`config.mk`:
```
export PLATFORM = sky130hd
export DESIGN_NAME = mem_stage_lsu
export DESIGN_NICKNAME = d
export VERILOG_FILES = /design/src/rtl/mem_stage_lsu_pkg.sv /design/src/rtl/mem_wait_timer.sv /design/src/rtl/mem_stage_lsu.sv
export SDC_FILE = /design/constraint.sdc
export NUM_CORES = 1
export LEC_CHECK = 0
export CAP_MARGIN = 25
export CELL_PAD_IN_SITES_DETAIL_PLACEMENT = 0
export CELL_PAD_IN_SITES_GLOBAL_PLACEMENT = 1
export CORE_AREA = 2 2 121 123
export CTS_CLUSTER_SIZE = 10
export DETAILED_ROUTE_END_ITERATION = 10
export DIE_AREA = 0 0 123 125
export DONT_BUFFER_PORTS = 1
export PLACE_DENSITY = 0.6
export SLEW_MARGIN = 20
export SYNTH_ARGS = -nofsm -noshare
export SYNTH_HDL_FRONTEND = slang
export SYNTH_SLANG_ARGS = --single-unit
```
`constraint.sdc`:
```
create_clock -name clk -period 1.89 [get_ports clk]
set_input_delay 0.0945 -clock clk [delete_from_list [all_inputs] [get_ports clk]]
set_output_delay 0.0945 -clock clk [all_outputs]
set_load 0.01 [all_outputs]
```
`src/rtl/mem_stage_lsu_pkg.sv`:
```
// mem_stage_lsu_pkg: shared width constant and MEM-stage FSM state encoding
package mem_stage_lsu_pkg;
  localparam int XLEN = 32;
  localparam logic [0:0] ST_IDLE = 1'b0;
  localparam logic [0:0] ST_WAIT = 1'b1;
endpackage

```
`src/rtl/mem_wait_timer.sv`:
```
// mem_wait_timer: saturating wait-state counter with clear/enable and expiry flag
module mem_wait_timer #(
  parameter int LIMIT = 15,
  parameter int W = 5
) (
  input  logic clk,
  input  logic reset,
  input  logic clr_i,
  input  logic en_i,
  output logic exp_o
);
  localparam logic [W-1:0] LIM = W'(LIMIT);
  logic [W-1:0] cnt_q, cnt_d;
  always_comb cnt_d = clr_i ? '0 : (en_i && cnt_q != LIM) ? cnt_q + 1'b1 : cnt_q;
  always_ff @(posedge clk) cnt_q <= reset ? '0 : cnt_d;
  assign exp_o = cnt_q == LIM;
endmodule

```
`src/rtl/mem_stage_lsu.sv`:
```
// mem_stage_lsu: MEM stage with handshaked data bus, timeout abort, branch resolve and MEM/WB register
module mem_stage_lsu import mem_stage_lsu_pkg::*; #(
  parameter int DATA_W = XLEN,
  parameter int TIMEOUT_CYC = 16
) (
  input  logic              clk,
  input  logic              reset,
  input  logic [DATA_W-1:0] alu_result_EX_MEM,
  input  logic [DATA_W-1:0] read_data2_EX_MEM,
  input  logic [DATA_W-1:0] add_alu_out_EX_MEM,
  input  logic              z_flag_EX_MEM,
  input  logic              branch_EX_MEM,
  input  logic              memread_EX_MEM,
  input  logic              memwrite_EX_MEM,
  input  logic              memtoreg_EX_MEM,
  input  logic              regwrite_EX_MEM,
  input  logic [4:0]        rd_EX_MEM,
  output logic              dmem_req,
  output logic              dmem_we,
  output logic [DATA_W-1:0] dmem_addr,
  output logic [DATA_W-1:0] dmem_wdata,
  input  logic              dmem_ready,
  input  logic [DATA_W-1:0] dmem_rdata,
  output logic              stall_mem,
  output logic              pcsrc,
  output logic [DATA_W-1:0] branch_target,
  output logic [DATA_W-1:0] read_data_MEM_WB,
  output logic [DATA_W-1:0] alu_result_MEM_WB,
  output logic              memtoreg_MEM_WB,
  output logic              regwrite_MEM_WB,
  output logic [4:0]        rd_MEM_WB,
  output logic              mem_err
);
  logic [0:0] state_q, state_d;
  logic mem_op, expired, abort, hold;
  logic [DATA_W-1:0] rdata_q, rdata_d, alu_q, alu_d;
  logic [4:0] rd_q, rd_d;
  logic rw_q, rw_d, mtr_q, mtr_d, err_q, err_d;
  assign mem_op = memread_EX_MEM | memwrite_EX_MEM;
  assign dmem_req = ~reset & (state_q == ST_WAIT | mem_op);
  assign dmem_we = memwrite_EX_MEM;
  assign dmem_addr = alu_result_EX_MEM;
  assign dmem_wdata = read_data2_EX_MEM;
  assign abort = state_q == ST_WAIT & ~dmem_ready & expired;
  assign stall_mem = dmem_req & ~dmem_ready & ~abort;
  assign pcsrc = ~reset & branch_EX_MEM & z_flag_EX_MEM;
  assign branch_target = add_alu_out_EX_MEM;
  // Stalled and aborted edges insert a bubble: controls drop, data fields hold.
  assign hold = stall_mem | abort;
  always_comb begin
    state_d = stall_mem ? ST_WAIT : ST_IDLE;
    rw_d = ~hold & regwrite_EX_MEM;
    mtr_d = ~hold & memtoreg_EX_MEM;
    rd_d = hold ? rd_q : rd_EX_MEM;
    alu_d = hold ? alu_q : alu_result_EX_MEM;
    rdata_d = hold ? rdata_q : (memread_EX_MEM & ~memwrite_EX_MEM) ? dmem_rdata : '0;
    err_d = err_q | abort;
  end
  always_ff @(posedge clk) begin
    if (reset) begin
      state_q <= ST_IDLE;
      rw_q <= 1'b0;
      mtr_q <= 1'b0;
      rd_q <= '0;
      alu_q <= '0;
      rdata_q <= '0;
      err_q <= 1'b0;
    end else begin
      state_q <= state_d;
      rw_q <= rw_d;
      mtr_q <= mtr_d;
      rd_q <= rd_d;
      alu_q <= alu_d;
      rdata_q <= rdata_d;
      err_q <= err_d;
    end
  end
  mem_wait_timer #(.LIMIT(TIMEOUT_CYC - 1), .W($clog2(TIMEOUT_CYC + 1))) u_timer (
    .clk(clk),
    .reset(reset),
    .clr_i(~stall_mem),
    .en_i(stall_mem),
    .exp_o(expired)
  );
  assign read_data_MEM_WB = rdata_q;
  assign alu_result_MEM_WB = alu_q;
  assign memtoreg_MEM_WB = mtr_q;
  assign regwrite_MEM_WB = rw_q;
  assign rd_MEM_WB = rd_q;
  assign mem_err = err_q;
endmodule

```
==> results.md <==
- Run status: finished clean
- Internal Pwr Total: 2.815 mW
- TritonCTS clock tree: done
- Gpl congestion: 0.6585
- Met3 Usage GRT: 5.703%
- Clk root buf: clkbuf_16
- Post-synth EDFFs: 0
- Design Power: 3.776 mW
- IO Port Bufs: 0
- Core region area: 14200 um2
- Max Clock Skew: 11.10 ps
- Highest fanout seen on the critical path: 7
- Routed vias: 2535
- CTS Sinks: 78
- Synth Area in XOR/XNOR: 0.4799%
- Starting Density: 25.70%
- Most Used Layer, Global Route: met2
- Post-Route WL: 8.851 mm
- Req. time, crit path: 1800 ps
- # diodes: 0
- Final hold violations: 0
- Post-synthesis compound-gate area fraction: 19.47%
- GRT Total Usage: 11.29%
- Sw Ratio: 25.46%
- Fin. max-slew vios: 0
- Max Clock Freq: 562.9 MHz
- Die Ht: 125 um
- Post-Synth Simple-Gate Area: 11.38%
- Final setup fails: 0
- Largest family of logic cells by synthesized area: buffers and inverters
- Sw Pwr: 961.6 uW
- Vias in the first global route: 2646
- Syn_nets: 526
- Placed cell count: 445
- Fin crit period: 1777 ps
- Final Cycle Share: 94.00%
- Total die area: 15380 um2
- Most frequent cell after synthesis: buf_4
- Overflow after GRT: 0
- Post-synth top area share: 42.78%
- Post-Synthesis Cells: 382
- Critical path class: reg2out
- FF-to-FF setup slack: 330 ps
- HPWL after DPL: 5.427 mm
- PwrDens: 924.6 nW/um2
- Largest net degree at the start of global routing: 47
- Leakage Power: 1.449 nW
- Util after Layout: 28.75%
- Yosys Warn Count: 0
- GRT met1 Usage: 10.33%
- Worst-Margin Slew: 384.9 ps
- Row count: 44
- Ranking of synthesized cells by area: dfxtp_1, buf_4, nand3b_1
- Gate power share: 8.6%
- Critical Path AT: 1680 ps
- Met2 usage: 19.50%
- Syn avg cell area: 9.554 um2
- Vias/cell: 4.738
- Main synth FF type: dfxtp_1
- Antenna violations before repair: 0
- Pre-antenna DRT Iters: 4
- Max-cap viol count: 0
- H-tree depth: 3
- Post-Synth Adder-Cell Area: 0.6856%
- Clock latency on the worst-skew pair: 340 ps
- CP endpoint kind: primary output
- HP Class: in2reg
- Cell Area, Synth: 3650 um2
- RSZ-0062 raised after global routing: no
- Synthesis-stage register bit count: 78
- First-pass GRT wire length: 13.14 mm
- Seq/Total Area, Yosys: 42.78%
- Leading area contributor after synthesis: dfxtp_1
- Maximum VDD drop: 360.1 uV
- Wire length per cell: 16.54 um
- Synth cell count leaders: buf_4, dfxtp_1, a21oi_1
- Post-DRT Antenna Nets: 0
- Final net count: 490
- Layout cells sized above 1: 9.402%
- Rel. slew slack: 74.30%
- Fin cells: 535
- Die Wd: 123 um
- Proportion of synthesized area in mux cells: 0.2743%
- Asr flop ratio synth: 0%
- Clock buffer count from CTS: 9
- Netlist cell types: 28
- Max clock buf depth: 2
- TNS Setup: 0 ps
- Share of power burned in registers: 47.6%
- I/O pins: 314
- Clock transition at the registers of the reported paths: 70 ps
- Clock power share: 43.7%
- CP Launch Type: register
- Drt initial violations: 58
- DRC: 0
- Layout area overhead: 11.90%
[flip-flops by register name, summed over array words and instances, names as in the netlist]
name and count:
u_timer.cnt_q 5, alu_result_MEM_WB 32, regwrite_MEM_WB 1, state_q 1, memtoreg_MEM_WB 1, read_data_MEM_WB 32, mem_err 1, rd_MEM_WB 5
[layout by cell type (no fill, tap or decap), drive strengths merged, types with 3 or more instances in the layout]
cell         netlist  layout
dlygate4sd3        0      72
inv                2       7
nand3b            38      38
o21ai             37      37
a22o              32      32
clkbuf             9       9
a21oi             41      41
dfxtp             78      78
buf              118       8
nor2               6       6
nor3b              3       3
[worst paths after layout]
path | startpoint | to | depth (start not counted)
setup reg to reg | u_timer.cnt_q[0] | u_timer.cnt_q[3] | 6
hold reg to reg | u_timer.cnt_q[1] | u_timer.cnt_q[1] | 2
hold / removal | dmem_ready | alu_result_MEM_WB[5] | 2
setup / recovery | u_timer.cnt_q[0] | stall_mem | 5
[critical path, stage by stage (launching register included)]
cell and delay [ps]:
dfxtp_1 340, ha_1 240, and3_1 190, ha_2 220
buf_4 180, a21oi_2 180
[layout make-up]
type / instances / area [um2]
Clock inverter: 7 / 61.31
Inverter: 2 / 7.507
Timing Repair Buffer: 80 / 805.8
Clock buffer: 9 / 225.2
Tap cell: 184 / 230.2
Sequential cell: 78 / 1563
Multi-Input combinational cell: 175 / 1191
Fill cell: 1469 / 10120
[per-layer routing]
layer | part of all wire (%) | vias to the layer above
li1 | - | 1165
met1 | 36 | 1151
met2 | 49 | 177
met3 | 12 | 42
met4 | 3.6 | 0
met5 | 0 | -
[metrics by stage]
step	hold slack, ps	worst slack (ps)	area [um2]
final	30.83	113.4	4084
after global routing	41.72	37.33	4084
after CTS	9.673	6.652	4080
after detailed placement	172.4	253.2	3029
after global placement	170.7	341.4	3029
after floorplan	220.0	350.7	3650
[power groups by stage]
stage	clock, mW	sequential (mW)	combinational [mW]
2_1_floorplan	0	1.82	0.389
3_3_place_gp	0	1.84	0.164
3_5_place_dp	0	1.84	0.171
4_1_cts	1.75	1.80	0.327
5_1_grt	1.82	1.81	0.362
6_report	1.65	1.80	0.327
[cell families (layout without fill, tap and decap cells)]
group,Yosys count,in the layout
flip-flops,78,78
AND/OR/NAND/NOR,56,56
XOR/XNOR,2,2
multiplexers,1,1
buffers and inverters,129,98
AO/OA/AOI/OAI,114,114
adder cells (fa/ha/maj),2,2
[what timing repair did]
item                       in CTS  in global routing
hold endpoints to repair       72                  0
gates resized for setup         1                  2
cloned                          0                  0
hold buffers                   74                  0
setup buffers                   0                  0
setup endpoints to repair       1                  1
(Power assumes the default switching activity.)
